===== config.mk =====
export PLATFORM = sky130hd
export DESIGN_NAME = mmio_bus_arbiter
export DESIGN_NICKNAME = d
export VERILOG_FILES = /design/src/rtl/mmio_bus_arbiter.sv
export SDC_FILE = /design/constraint.sdc
export NUM_CORES = 1
export LEC_CHECK = 0
export ABC_AREA = 1
export BUFFER_PORTS_ARGS = -buffer_cell sky130_fd_sc_hd__buf_2
export CAP_MARGIN = 20
export CORE_MARGIN = 1
export CORE_UTILIZATION = 30
export CTS_CLUSTER_DIAMETER = 200
export DETAILED_ROUTE_END_ITERATION = 7
export PLACE_DENSITY_LB_ADDON = 0.1
export SYNTH_ARGS = -nofsm -noshare
export SYNTH_HDL_FRONTEND = slang
export SYNTH_SLANG_ARGS = --single-unit

===== constraint.sdc =====
create_clock -name i_clk -period 1.82 [get_ports i_clk]
set_clock_uncertainty 0.15 [all_clocks]
set_input_delay 0.182 -clock i_clk [delete_from_list [all_inputs] [get_ports i_clk]]
set_output_delay 0.182 -clock i_clk [all_outputs]
set_load 0.1 [all_outputs]

===== src/rtl/mmio_bus_arbiter.sv =====
// mmio_bus_arbiter: shares the data-memory/MMIO port between the CPU and the debug unit, one transaction at a time.
// Define ARB_RR_EN for round-robin tie-breaking; left undefined, the CPU has fixed priority.
`timescale 1ns/1ps
module mmio_bus_arbiter #(
  parameter int                ADDR_W      = 8,
  parameter int                DATA_W      = 32,
  parameter logic [ADDR_W-1:0] DEV_BASE    = 8'hF0,
  parameter int                DEV_TIMEOUT = 15
) (
  input  logic              i_clk,
  input  logic              i_rstn,
  input  logic              i_cpu_req,
  input  logic              i_cpu_we,
  input  logic [ADDR_W-1:0] i_cpu_addr,
  input  logic [DATA_W-1:0] i_cpu_wdata,
  output logic              o_cpu_ack,
  output logic [DATA_W-1:0] o_cpu_rdata,
  input  logic              i_dbg_req,
  input  logic              i_dbg_we,
  input  logic [ADDR_W-1:0] i_dbg_addr,
  input  logic [DATA_W-1:0] i_dbg_wdata,
  output logic              o_dbg_ack,
  output logic [DATA_W-1:0] o_dbg_rdata,
  output logic              o_mem_en,
  output logic              o_mem_we,
  output logic [ADDR_W-1:0] o_mem_addr,
  output logic [DATA_W-1:0] o_mem_wdata,
  input  logic [DATA_W-1:0] i_mem_rdata,
  output logic              o_dev_valid,
  output logic              o_dev_we,
  output logic [ADDR_W-1:0] o_dev_addr,
  output logic [DATA_W-1:0] o_dev_wdata,
  input  logic              i_dev_ready,
  input  logic [DATA_W-1:0] i_dev_rdata,
  output logic              o_bus_err
);

  // states: IDLE arbitrate+latch | MEM drive memory | MWAIT capture read | DEV device handshake | DONE ack pulse
  typedef enum logic [2:0] {
    S_IDLE,
    S_MEM,
    S_MWAIT,
    S_DEV,
    S_DONE
  } state_t;

  localparam int CNT_W = (DEV_TIMEOUT < 2) ? 1 : $clog2(DEV_TIMEOUT);

  state_t              r_state;
  logic                r_we;
  logic [ADDR_W-1:0]   r_addr;
  logic [DATA_W-1:0]   r_wdata;
  logic                r_gnt_dbg;
  logic [CNT_W-1:0]    r_cnt;
  logic                r_err;
  logic [DATA_W-1:0]   r_cpu_rdata;
  logic [DATA_W-1:0]   r_dbg_rdata;
`ifdef ARB_RR_EN
  logic                r_last_dbg;
`endif

  logic                w_any_req;
  logic                w_pick_dbg;
  logic                w_req_we;
  logic [ADDR_W-1:0]   w_req_addr;
  logic [DATA_W-1:0]   w_req_wdata;
  logic                w_dev_to;
  logic                w_rd_load;
  logic [DATA_W-1:0]   w_rd_val;
  logic                w_in_mem;
  logic                w_in_dev;
  logic                w_in_done;

  assign w_any_req = i_cpu_req | i_dbg_req;

`ifdef ARB_RR_EN
  // On a tie, whoever was not granted last wins.
  assign w_pick_dbg = i_dbg_req & (~i_cpu_req | ~r_last_dbg);
`else
  assign w_pick_dbg = i_dbg_req & ~i_cpu_req;
`endif

  assign w_req_we    = w_pick_dbg ? i_dbg_we    : i_cpu_we;
  assign w_req_addr  = w_pick_dbg ? i_dbg_addr  : i_cpu_addr;
  assign w_req_wdata = w_pick_dbg ? i_dbg_wdata : i_cpu_wdata;

  assign w_dev_to = (r_cnt == CNT_W'(DEV_TIMEOUT - 1));

  always_comb begin
    w_rd_load = 1'b0;
    w_rd_val  = '0;
    case (r_state)
      S_MWAIT: begin
        w_rd_load = 1'b1;
        w_rd_val  = i_mem_rdata;
      end
      S_DEV: begin
        if (i_dev_ready) begin
          w_rd_load = ~r_we;
          w_rd_val  = i_dev_rdata;
        end else if (w_dev_to) begin
          w_rd_load = ~r_we;
          w_rd_val  = '1;
        end
      end
      default: begin
        w_rd_load = 1'b0;
      end
    endcase
  end

  always_ff @(posedge i_clk or negedge i_rstn) begin
    if (!i_rstn) begin
      r_state     <= S_IDLE;
      r_we        <= 1'b0;
      r_addr      <= '0;
      r_wdata     <= '0;
      r_gnt_dbg   <= 1'b0;
      r_cnt       <= '0;
      r_err       <= 1'b0;
      r_cpu_rdata <= '0;
      r_dbg_rdata <= '0;
`ifdef ARB_RR_EN
      r_last_dbg  <= 1'b1;
`endif
    end else begin
      if (w_rd_load) begin
        if (r_gnt_dbg) r_dbg_rdata <= w_rd_val;
        else           r_cpu_rdata <= w_rd_val;
      end
      case (r_state)
        S_IDLE: begin
          if (w_any_req) begin
            r_we      <= w_req_we;
            r_addr    <= w_req_addr;
            r_wdata   <= w_req_wdata;
            r_gnt_dbg <= w_pick_dbg;
`ifdef ARB_RR_EN
            r_last_dbg <= w_pick_dbg;
`endif
            r_state   <= (w_req_addr >= DEV_BASE) ? S_DEV : S_MEM;
          end
        end
        S_MEM: begin
          r_state <= r_we ? S_DONE : S_MWAIT;
        end
        S_MWAIT: begin
          r_state <= S_DONE;
        end
        S_DEV: begin
          // A ready arriving on the final allowed cycle still counts as success.
          if (i_dev_ready) begin
            r_state <= S_DONE;
          end else if (w_dev_to) begin
            r_err   <= 1'b1;
            r_state <= S_DONE;
          end else begin
            r_cnt <= r_cnt + CNT_W'(1);
          end
        end
        S_DONE: begin
          r_err   <= 1'b0;
          r_cnt   <= '0;
          r_state <= S_IDLE;
        end
        default: begin
          r_state <= S_IDLE;
        end
      endcase
    end
  end

  assign w_in_mem  = (r_state == S_MEM);
  assign w_in_dev  = (r_state == S_DEV);
  assign w_in_done = (r_state == S_DONE);

  assign o_mem_en    = w_in_mem;
  assign o_mem_we    = w_in_mem & r_we;
  assign o_mem_addr  = w_in_mem ? r_addr  : '0;
  assign o_mem_wdata = w_in_mem ? r_wdata : '0;

  assign o_dev_valid = w_in_dev;
  assign o_dev_we    = w_in_dev & r_we;
  assign o_dev_addr  = w_in_dev ? r_addr  : '0;
  assign o_dev_wdata = w_in_dev ? r_wdata : '0;

  assign o_cpu_ack   = w_in_done & ~r_gnt_dbg;
  assign o_dbg_ack   = w_in_done &  r_gnt_dbg;
  assign o_bus_err   = w_in_done &  r_err;
  assign o_cpu_rdata = r_cpu_rdata;
  assign o_dbg_rdata = r_dbg_rdata;

endmodule


## After elaboration in Yosys (flattened, before gate mapping)

Cells that the tools add are included.

- Flip-flop bits (word level): 114
- Bits in latches: 0
- RAM bits: 0
- Bits in read-only memories: 0
- Bits of input ports: 151
- Output and inout port bits: 151
- Logic and storage cells: 64
- Memories kept: 0

- $add $sub $neg: 1
- Multipliers: 0
- Div/mod/pow operators: 0
- $lt $le $gt $ge: 1
- Equal/unequal tests: 10
- Shifts and indexed selects: 0
- Multiplexer cells: 25
- Bitwise operators: 10
- Reduce and logical (&&, ||, !) cells: 8

Operators with widths:

| operator | number |
|---|---|
| 32-bit 2-to-1 mux | 5 |
| 32-bit one-hot mux with 2 select lines | 1 |
| 8-bit 2-to-1 mux | 3 |
| 3-bit 2-to-1 mux | 4 |
| 3-bit one-hot mux with 4 select lines | 1 |
| 8-bit greater-or-equal comparator (second input constant) | 1 |
| 4-bit 2-to-1 mux | 2 |
| 2-bit inequality test (second input constant) | 4 |
| 4-bit one-hot mux with 2 select lines | 1 |
| 2-bit AND reduction | 4 |
| 1-bit bitwise AND | 6 |
| 3-bit by 2-bit == test with 1-bit output (second input constant) | 2 |
| 3-bit AND reduction | 2 |
| 1-bit 2-to-1 mux | 5 |
| 4-bit by 1-bit adder with 4-bit output (second input constant) | 1 |
| 4-bit == test (second input constant) | 1 |
| 1-bit one-hot mux with 2 select lines | 2 |
| 3-bit by 1-bit == test with 1-bit output (second input constant) | 1 |
| 3-bit == test (second input constant) | 1 |
| 3-bit logical NOT | 1 |
| 3-bit inequality test (second input constant) | 1 |
| 1-bit inverter | 3 |
| 2-bit 2-to-1 mux | 1 |
| 2-bit nonzero test | 1 |
| 1-bit OR | 1 |

## Depth between registers and ports, before layout

- Depth in word-level cells: 7
- Gate-level depth with buffers: 10

## Worst setup path after synthesis

No wires, ideal clock.

- Path kind: reg2out
- From: register r_state[1]
- To: output o_mem_addr[0]
- Arrival time: 4.491 ns
- Required time: 1.488 ns
- Slack: -3.003 ns
- Stages on the path, launching flop included: 5
- Buffers on the path: 1
- Path through: dfrtp_1 > nor3_1 > inv_1 > clkbuf_1 > nor2_1

- Longest elaborated chain between the ends: 2

RTL lines:

| what | line | text |
|---|---|---|
| start, declared | 49 | `state_t r_state;` |
| start signal, assigned | 141 | `r_state <= (w_req_addr >= DEV_BASE) ? S_DEV : S_MEM;` |
| start signal, assigned | 145 | `r_state <= r_we ? S_DONE : S_MWAIT;` |
| 3-bit by 1-bit == test with 1-bit output | 173 | `assign w_in_mem = (r_state == S_MEM);` |
| named net o_mem_en | 24 | `output logic o_mem_en,` |
| 8-bit 2-to-1 mux | 179 | `assign o_mem_addr = w_in_mem ? r_addr : '0;` |
| end, declared | 26 | `output logic [ADDR_W-1:0] o_mem_addr,` |

The timed path passes the listed nets, and every way through them passes these cells.

## Worst setup path in the final report

- From: register r_state[1]
- To: output o_mem_wdata[21]

- Longest elaborated chain between the ends: 2

RTL lines:

| what | line | text |
|---|---|---|
| 3-bit by 1-bit == test with 1-bit output | 173 |  |
| 32-bit 2-to-1 mux | 180 | `assign o_mem_wdata = w_in_mem ? r_wdata : '0;` |
| end, declared | 27 | `output logic [DATA_W-1:0] o_mem_wdata,` |

Every way passes these cells.

==> impl_metrics.tcl <==
set metrics [dict create \
    layout_worst_path_cycle_share_pct 117.4 \
    nets 1446 \
    dr.pass1.iters 5 \
    routabilityCongestion 0.7526 \
    numPortBuffers 301 \
    die-height_um 144.4 \
    wire_per_inst_um 15.96 \
    worst-setup-path-type "reg -> out" \
    postSynthAreaPerCell_um2 7.090 \
    fin_setup_tns_ns -20.20 \
    final_max_slew_viol_count 0 \
    final_layout_size_suffix_gt1_share_pct 40.74 \
    cts-htree-levels 4 \
    vias_per_cell 4.544 \
    floorplan.initialDensity_pct 30.95 \
    worst_slew_pin_slew_ns 0.5225 \
    cts_max_path_buffers 2 \
    tritoncts "yes" \
    multiInputGateArea_um2 3458 \
    yosys_warnings 0 \
    finalWirelength_um 25080 \
    asyncSetResetFlopFracSynth_pct 100.0 \
    number_of_synthesized_flops_with_an_enable_pin 0 \
    globalRouteOverflowTotal 0 \
    critical_path.max_fanout 14 \
    numCtsBuffers 17 \
    synth_top_area_share_pct 46.89 \
    root_buffer "sky130_fd_sc_hd__clkbuf_16" \
    path_class_of_the_lowest_slack_min_delay_path "in -> reg" \
    timing.max_slew.rel_slack_pct 65.40 \
    clkSinkCount 114 \
    pin_count_of_the_biggest_net_entering_global_routing 46 \
    endpoint_kind "output port" \
    floorplan.io_pins 302 \
    route.antenna.remaining_nets 0 \
    maxCapViolCount 0 \
    yosys_register_bits 114 \
    timing.critical_path.arrival_ns 1.80 \
    cp.required_ns 1.49 \
    first_pass_grt_wire_length_um 36260 \
    ys_top_cells_by_area "sky130_fd_sc_hd__dfrtp_1 (47%), sky130_fd_sc_hd__nand2_1 (18%), sky130_fd_sc_hd__nor2_1 (10%)" \
    ys_top_cells_by_count "sky130_fd_sc_hd__nand2_1 (298), sky130_fd_sc_hd__nor2_1 (166), sky130_fd_sc_hd__dfrtp_1 (114)" \
    violations "setup timing" \
    area.sequential_um2 2855 \
    yosysMostFrequentCell "sky130_fd_sc_hd__nand2_1" \
    flow.area_growth_from_synthesis_pct 101.6 \
    post-route-worst-setup-slack_ns -0.3159 \
    groute.usage.overall_pct 23.05 \
    clock_latency_of_the_later_clocked_register_in_the_worst_skew_pair_ns 0.42 \
    die_area_um2 20850 \
    ys.flop_type "sky130_fd_sc_hd__dfrtp_1" \
    core_area_um2 19650 \
    setup_viol 87 \
    startpoint_type "flop" \
    synth_seq_area_share_pct 46.89 \
    synth_area_um2 6083 \
    route.vias.total 7143 \
    post-synth-top-area-cell "sky130_fd_sc_hd__dfrtp_1" \
    drt_first_iter_violations 283 \
    final_hold_vio_count 0 \
    rsz0062_at_grt "yes" \
    fin_crit_ns 2.136 \
    synth.net_count 1011 \
    clock.fmax_mhz 468.2 \
    filler_cell_count 1695 \
    grt_pass1_vias 6954 \
    status "complete, but fails checks" \
    ys_types 21 \
    drc_errors 0 \
    post_synth_inst_count 858 \
    chipWidth_um 144.4 \
    dp_hpwl_um 16120 \
    rows 51 \
    clk_pin_slew_ns 0.06 \
    grt_antenna_before_repair 1 \
]
[layer usage]
| layer | part of all wire [%] | GRT usage, % | wire length, µm |
|---|---|---|---|
| met1 | 40 | 26.17 | 10070 |
| met2 | 51 | 39.83 | 12730 |
| met4 | 1.3 | 7.701 | 315 |
| met5 | 0 | 0 | 0 |
| met3 | 7.8 | 8.344 | 1961 |
[stage by stage]
stage	area, µm²	utilization, %	hold slack [ns]	instances	setup WS (ns)
CTS	11810	60.09	0.0009406	1555	-0.3513
detailed placement	9842	50.08	-0.04280	1407	-0.07606
global route	12260	62.40	0.002055	1572	-0.3758
finish	12260	62.40	0.00009431	1572	-0.3159
floorplan	6586	-	-0.2636	858	-0.7412
global placement	9842	50.08	-0.04211	1407	-0.03661
[worst max-delay path, stage by stage (launching register included)]
cell	delay (ns)
sky130_fd_sc_hd__dfrtp_2	0.44
sky130_fd_sc_hd__buf_6	0.13
sky130_fd_sc_hd__nor3_4	0.17
sky130_fd_sc_hd__inv_4	0.11
sky130_fd_sc_hd__buf_12	0.19
sky130_fd_sc_hd__nor2_4	0.14
sky130_fd_sc_hd__buf_12	0.18
[cells in the final DEF (no fill, tap or decap), types with 2 or more instances in the layout]
cell type                         n
sky130_fd_sc_hd__bufinv_16        2
sky130_fd_sc_hd__buf_6           12
sky130_fd_sc_hd__nor2_2           3
sky130_fd_sc_hd__nand2_8          2
sky130_fd_sc_hd__inv_1           55
sky130_fd_sc_hd__dfrtp_2          2
sky130_fd_sc_hd__a21oi_4          2
sky130_fd_sc_hd__buf_12         102
sky130_fd_sc_hd__nor2_1          80
sky130_fd_sc_hd__nand3_1         72
sky130_fd_sc_hd__clkbuf_16       23
sky130_fd_sc_hd__clkinv_4         4
sky130_fd_sc_hd__inv_2            6
sky130_fd_sc_hd__or2_2           33
sky130_fd_sc_hd__nor2_4          83
sky130_fd_sc_hd__nand2_1        293
sky130_fd_sc_hd__nand3_4          2
sky130_fd_sc_hd__buf_4           22
sky130_fd_sc_hd__o31ai_1         37
sky130_fd_sc_hd__nand2_4          2
sky130_fd_sc_hd__buf_16           3
sky130_fd_sc_hd__dlygate4sd3_1  110
sky130_fd_sc_hd__inv_6            5
sky130_fd_sc_hd__clkinvlp_4       3
sky130_fd_sc_hd__o21ai_0         10
sky130_fd_sc_hd__buf_2          213
sky130_fd_sc_hd__dfrtp_1        112
[registers in the layout, summed over array words and instances, names as in the netlist, 3 cells and up]
| signal | count |
|---|---|
| o_cpu_rdata | 32 |
| o_dbg_rdata | 32 |
| r_addr | 8 |
| r_cnt | 4 |
| r_state | 3 |
| r_wdata | 32 |
[kinds of logic after synthesis]
group / count (synthesis) / share of synthesized area [%]
fa+ha+maj: 2 / 0.4113
buf+inv: 117 / 8.371
compound gates: 51 / 5.780
xor+xnor: 1 / 0.1440
flops: 114 / 46.89
simple gates: 573 / 38.40
[worst paths after layout]
kind	slack [ns]	cells after the start	to	from
worst max register to register	0.02	10	o_dbg_rdata[17]	r_state[2]
max in group asynchronous	0.88	3	r_wdata[24]	i_rstn
min in group asynchronous	0.05	2	o_cpu_rdata[29]	i_rstn
worst min-delay path	0.00009	5	o_cpu_rdata[6]	i_mem_rdata[6]
worst max-delay path	-0.32	6	o_mem_wdata[21]	r_state[1]
worst min register to register	0.31	2	o_dbg_rdata[5]	o_dbg_rdata[5]
[cell type report]
class | instances | share of cell area, %
Timing Repair Buffer | 469 | 38.93
Multi-Input combinational cell | 627 | 28.20
Sequential cell | 114 | 23.28
Clock buffer | 17 | 3.469
Tap cell | 265 | 2.704
Inverter | 64 | 2.010
Clock inverter | 15 | 1.387
Antenna cell | 1 | 0.02040
[what timing repair did]
action | CTS | global route
hold buffers | 110 | 0
hold endpoints to repair | 208 | 0
gates cloned | 3 | 7
setup buffers | 3 | 9
gates resized for setup | 52 | 48
pin swaps | 5 | 7
setup endpoints to repair | 154 | 163
Power is left out: the tool's default activity adds up to more than one toggle a clock period on the data nets, which glitch-free logic cannot reach.
